## src/rtl/field_array_regblock.sv

```systemverilog
// field_array_regblock: N_REGS x {a,b,c} register block with hw load, hwset and increment paths
module field_array_regblock #(
  parameter int N_REGS = 3,
  parameter int FIELD_W = 8,
  parameter int DATA_W = 32,
  parameter int ADDR_W = 8,
  parameter logic [FIELD_W-1:0] A_RST = '0,
  parameter logic [FIELD_W-1:0] B_RST = '0,
  parameter logic [FIELD_W-1:0] C_RST = '0
) (
  input  logic                      clk,
  input  logic                      rst,
  input  logic                      cpuif_req,
  input  logic                      cpuif_req_is_wr,
  input  logic [ADDR_W-1:0]         cpuif_addr,
  input  logic [DATA_W-1:0]         cpuif_wr_data,
  input  logic [DATA_W-1:0]         cpuif_wr_biten,
  output logic                      cpuif_rd_ack,
  output logic                      cpuif_rd_err,
  output logic [DATA_W-1:0]         cpuif_rd_data,
  output logic                      cpuif_wr_ack,
  output logic                      cpuif_wr_err,
  input  logic [N_REGS-1:0]         hwif_a_we,
  input  logic [N_REGS*FIELD_W-1:0] hwif_a_next,
  input  logic [N_REGS*FIELD_W-1:0] hwif_b_hwset,
  input  logic [N_REGS-1:0]         hwif_c_incr,
  output logic [N_REGS*FIELD_W-1:0] hwif_a_value,
  output logic [N_REGS*FIELD_W-1:0] hwif_b_value,
  output logic [N_REGS*FIELD_W-1:0] hwif_c_value,
  output logic [N_REGS-1:0]         hwif_a_anded,
  output logic [N_REGS-1:0]         hwif_b_ored,
  output logic [N_REGS-1:0]         hwif_c_swmod,
  output logic [N_REGS-1:0]         hwif_c_overflow
);
  logic [ADDR_W-3:0] idx;
  logic err, rd, wr;
  logic [DATA_W-1:0] rd_mux;
  logic [FIELD_W-1:0] wd_a, wd_b, wd_c, be_a, be_b, be_c;
  assign idx = cpuif_addr[ADDR_W-1:2];
  assign err = 32'(idx) >= N_REGS;
  assign rd = cpuif_req & ~cpuif_req_is_wr;
  assign wr = cpuif_req & cpuif_req_is_wr;
  assign wd_a = cpuif_wr_data[FIELD_W-1:0];
  assign wd_b = cpuif_wr_data[2*FIELD_W-1:FIELD_W];
  assign wd_c = cpuif_wr_data[3*FIELD_W-1:2*FIELD_W];
  assign be_a = cpuif_wr_biten[FIELD_W-1:0];
  assign be_b = cpuif_wr_biten[2*FIELD_W-1:FIELD_W];
  assign be_c = cpuif_wr_biten[3*FIELD_W-1:2*FIELD_W];
  always_comb begin
    rd_mux = '0;
    for (int j = 0; j < N_REGS; j++)
      if (32'(idx) == j)
        rd_mux = DATA_W'({hwif_c_value[j*FIELD_W +: FIELD_W], hwif_b_value[j*FIELD_W +: FIELD_W],
                          hwif_a_value[j*FIELD_W +: FIELD_W]});
  end
  always_ff @(posedge clk or posedge rst) begin
    if (rst) begin
      cpuif_rd_ack  <= 1'b0;
      cpuif_rd_err  <= 1'b0;
      cpuif_rd_data <= '0;
      cpuif_wr_ack  <= 1'b0;
      cpuif_wr_err  <= 1'b0;
    end else begin
      cpuif_rd_ack  <= rd;
      cpuif_rd_err  <= rd & err;
      cpuif_rd_data <= (rd & ~err) ? rd_mux : '0;
      cpuif_wr_ack  <= wr;
      cpuif_wr_err  <= wr & err;
    end
  end
  for (genvar i = 0; i < N_REGS; i++) begin : g_reg
    logic [FIELD_W-1:0] a, b, c;
    logic hit, sw_a, sw_c, swmod, ovf;
    assign hit  = wr & ~err & (32'(idx) == i);
    assign sw_a = hit & |be_a;
    assign sw_c = hit & |be_c;
    // software writes win over hw load/increment; hwset is OR'd in after any write
    always_ff @(posedge clk or posedge rst) begin
      if (rst) begin
        a     <= A_RST;
        b     <= B_RST;
        c     <= C_RST;
        swmod <= 1'b0;
        ovf   <= 1'b0;
      end else begin
        a     <= sw_a ? (a & ~be_a) | (wd_a & be_a) :
                 hwif_a_we[i] ? hwif_a_next[i*FIELD_W +: FIELD_W] : a;
        b     <= (hit ? (b & ~be_b) | (wd_b & be_b) : b) | hwif_b_hwset[i*FIELD_W +: FIELD_W];
        c     <= sw_c ? (c & ~be_c) | (wd_c & be_c) : c + FIELD_W'(hwif_c_incr[i]);
        swmod <= sw_c;
        ovf   <= ~sw_c & hwif_c_incr[i] & (&c);
      end
    end
    assign hwif_a_value[i*FIELD_W +: FIELD_W] = a;
    assign hwif_b_value[i*FIELD_W +: FIELD_W] = b;
    assign hwif_c_value[i*FIELD_W +: FIELD_W] = c;
    assign hwif_a_anded[i]    = &a;
    assign hwif_b_ored[i]     = |b;
    assign hwif_c_swmod[i]    = swmod;
    assign hwif_c_overflow[i] = ovf;
  end
endmodule

```

## config.mk

```make
export PLATFORM = sky130hd
export DESIGN_NAME = field_array_regblock
export DESIGN_NICKNAME = d
export VERILOG_FILES = /design/src/rtl/field_array_regblock.sv
export SDC_FILE = /design/constraint.sdc
export NUM_CORES = 1
export LEC_CHECK = 0
export BUFFER_PORTS_ARGS = -buffer_cell sky130_fd_sc_hd__clkbuf_2
export CAP_MARGIN = 20
export CORE_UTILIZATION = 53
export CTS_BUF_LIST = sky130_fd_sc_hd__clkbuf_8
export DETAILED_ROUTE_END_ITERATION = 8
export PLACE_DENSITY_LB_ADDON = 0.3
export SLEW_MARGIN = 40
export SYNTH_ARGS = -nofsm -noshare
export SYNTH_HDL_FRONTEND = slang
export SYNTH_SLANG_ARGS = --single-unit
```

## constraint.sdc

```tcl
create_clock -name clk -period 9.3 [get_ports clk]
set_clock_uncertainty 0.1 [all_clocks]
set_input_delay 2.79 -clock clk [delete_from_list [all_inputs] [get_ports clk]]
set_output_delay 2.79 -clock clk [all_outputs]
set_load 0.01 [all_outputs]
```

* After elaboration in Yosys (flattened, before gate mapping) *
Cells that the tools add are included.
Widths: inputs -> output; s select.

storage, ports and cells
  word-level logic and storage cells = 110
  bits in registers = 114
  input port bits = 130
  output and inout bits = 120

cells by class
  mux-type cells = 16
  equality and inequality tests = 2
  bitwise logic cells = 53
  add/sub/neg operators = 3
  reductions and logical operators = 15
  order comparisons = 1

operator list
  operator            count
  $and 8x8->8         12
  $mux 32             3
  $mux 8              12
  $or 8x8->8          12
  $reduce_and 8->1    6
  $reduce_or 8->1     5
  $add 8x1->8         3
  $mux 24             1
  $not 8->8           3
  $and 1x1->1         21
  $eq 6x1->1 const B  1
  $eq 6x2->1 const B  1
  $ge 6x2->1 const B  1
  $logic_not 6->1     1
  $reduce_bool 2->1   3
  $not 1->1           5

* Logic depth before layout (Yosys ltp) *
  depth after elaboration = 8
  mapped depth = 8
  gate-level depth less buffers = 6

* Worst setup path after synthesis *
Ideal clock, no wire load.

  path type = input-to-reg
  start = input port cpuif_wr_biten[22]
  end = register (tool-made name)
  slack = 4735 ps
  data arrival time = 4334 ps
  library setup time = 131 ps
  required time = 9069 ps
  stages = 7
  path buffers = 1
  path through = buf_2 > or4_4 > o211ai_4 > inv_2 > or3_4 > nand3_2 > o211ai_2

RTL lines
  element      line  RTL
  from (decl)  17    input logic [DATA_W-1:0] cpuif_wr_biten,

==> impl_results.md <==
* Status: completed
* Hold WC Path Type: reg -> reg
* Cell Count Post-Placement at 898
* Commonest non-fill, non-tap cell in the layout: clkbuf_2
* Sequential share of the synthesized area at 47.3%
* DIE WIDTH at 105 microns
* Unrepaired setup endpoints after global routing: no
* Post-layout util at 67.5%
* Setup violations, final at 0
* Critical path capture point type: flip-flop
* Post-CTS Resized at 0
* CTS tree: done
* Total track usage at around a third
* Share of async-settable or async-resettable flops after synthesis at 100%
* Startpoint types: input port
* Post-synth EDFFs at 0
* Area Overhead vs Synth at 23.6%
* PwrDens at ~170 nW/um^2
* Diodes inserted at 0
* Worst-Margin Slew at between 0.7 and 0.8 ns
* Hold_buf cts at 0
* Initial antenna violation count at 0
* H-tree levels at 3
* Max Slew Vio Count at 0
* Final setup TNS at 0 ns
* DRT Pass-1 Iters at 5
* Worst-Skew Late Latency at approximately 0.38 ns
* Share of cells above drive strength 1 at 34.6%
* Vias at about 5,800
* R2R depth at 6
* First-pass GRT wire length at roughly 29,000 microns
* DRT antenna net count at 0
* Ports at between 200 and 300
* IO Port Bufs at 223
* Max VDD drop at a little under 0.09 mV
* Synth warn at 0
* Reg clk slew, reported paths at ~0.11 ns
* Yosys reg bits at ~110
* Max Fclk at 196 MHz
* Vias in the first global route at about 5,600
* Final nets at roughly 910
* Mapped Avg Cell Area at roughly 9.9 sq um
* Post-Syn Area at approximately 5600 sq um
* Sink Count at ~110
* Post-DR wirelength/cell at around 20 microns
* Max-cap violation count at 0
* Fill cells at between 800 and 900
* Placement Cell Area at just under 7000 sq um
* Largest net degree at the start of global routing at 67
* Number of vias per cell at between 6 and 7
* Cell count after synthesis at between 500 and 600
* Hold Path Depth at 2
* Worst reg2reg setup slack at between 7 and 8 ns
* Worst Path Arrival at around 5.3 ns
* CTS buffer count at 9
* Non-filler cells, final at ~910
* Final WL at roughly 18,000 microns
* Relative slew slack at between 40% and 50%
* Post-route design area at between 6000 and 7000 sq um
* Register Area at approximately 2700 sq um
* Setup CP Type: in -> reg
* Die height at around 100 microns
* Crit share post-route at around 55%
* Post-DP HPWL at roughly 13,000 microns
* Routability Congestion at a little under 1
* Main synth FF type: dfrtp_1
* Clock tree buffer depth at 2
* Critical Path Fanout Max at 21
* First-iteration detailed-routing DRC count at between 300 and 400
* Worst EP required at 9.45 ns
* Leakage Power at roughly 3.3 nW
* Gr ovfl total at 0
* Root buf cell: clkbuf_8
* Die ar. at about 11,000 sq um
* DRC viols at 0
* Cell Rows at 37
* Synth cell types at 56
* Initial Util at about 55%
* Tmin final at between 5 and 6 ns
* Total core area at between 10,000 and 15,000 sq um
* Most frequent cells in the layout: clkbuf_2, dfrtp_1, nand2_1, a21oi_1, o21ai_0
* Setup bufs post-CTS at 0
* Multi-input logic area at around 2700 sq um
* Final Hold Vio Count at 0
[synth_stat cells (2+ instances only)]
cell type  number  area (sq um)
a211oi_1        2          15.0
a21boi_0       24           180
a21o_1          2          15.0
a21oi_1        44           220
a221oi_1        3          26.3
a311o_1        24           240
a32oi_1        14           123
and3_1          5          31.3
buf_2          12          60.1
buf_4          16           120
clkbuf_1       16          60.1
dfrtp_1       106          2650
ha_1            6          75.1
inv_1          16          60.1
inv_2           3          11.3
mux2i_1        22           220
nand2_1        86           323
nand2b_1        3          18.8
nand3_1        18          90.1
nand3b_1        9          67.6
nand4_1        13          81.3
nor2_1         13          48.8
nor2b_1         3          18.8
nor3_1          6          30.0
nor4_1          8          50.1
o211ai_1        4          30.0
o211ai_2        2          25.0
o211ai_4        2          42.5
o21ai_0        27           135
o221a_2         2          22.5
o221ai_1       26           228
o22ai_1         2          12.5
o311ai_0        3          26.3
or3_1           2          12.5
or4_1           3          22.5
or4_4           2          22.5
[worst max-delay path by stage]
| stage | start | to |
|---|---|---|
| 2_1_floorplan | rst | asynchronous set/reset pin |
| 5_1_grt | cpuif_addr[4] | flip-flop |
| 3_5_place_dp | cpuif_addr[3] | g_reg[0].b[2]$_DFF_PP0_ |
| 6_report | cpuif_addr[4] | flip-flop |
| 3_3_place_gp | cpuif_addr[3] | g_reg[0].b[2]$_DFF_PP0_ |
| 4_1_cts | cpuif_addr[3] | g_reg[0].b[2]$_DFF_PP0_ |
[stage by stage]
stage | worst slack [ns] | power (mW) | hold slack [ns]
floorplan | 3.62 | 0.748 | 0.436
detailed placement | 3.64 | 0.898 | 0.417
global placement | 3.75 | 0.887 | 0.405
global route | 4.01 | 1.23 | 0.483
finish | 4.20 | 1.16 | 0.445
CTS | 4.03 | 1.16 | 0.445
[logic make-up (layout without fill, tap and decap cells)]
group	Yosys count	count (layout)	synth area share, %
flops	106	106	47.3
compound gates	189	189	25.2
simple gates	182	182	16.6
buf+inv	63	265	5.56
mux	22	22	3.93
other cells	1	8	0.0669
fa+ha+maj	6	6	1.34
[where the power goes]
group	internal (mW)	switching [mW]	total [mW]	leakage (nW)
registers	0.516	0.0973	0.613	1.26
clock network	0.0996	0.170	0.270	0.0900
logic	0.123	0.159	0.282	1.98
[worst max-delay path, cell delays in order]
cell      delay [ns]
clkbuf_2        0.11
nor4_4          0.62
and3_1          0.63
buf_4           0.37
o21ai_0         0.34
o21ai_0         0.28
a21oi_1         0.10
[per-layer routing]
metal  track usage, %  vias up  share of wire (%)  routed length (microns)
met5                0        -                  0                        0
met4             17.0        0                3.5                      649
met3             6.80       60                9.3                     1710
met2             54.4      378                 48                     8780
met1             43.9     2788                 39                     7190
li1                 -     2552                  -                        -
[layout make-up]
cell class / instances / area share, %
repair buffers: 230 / 16.9
clock inverters: 7 / 0.758
multi-input cells: 407 / 38.8
clock buffers: 9 / 1.79
flip-flops and latches: 106 / 38.3
well taps: 136 / 2.45
inverters: 19 / 1.06
Power figures use the tool's default switching activity.
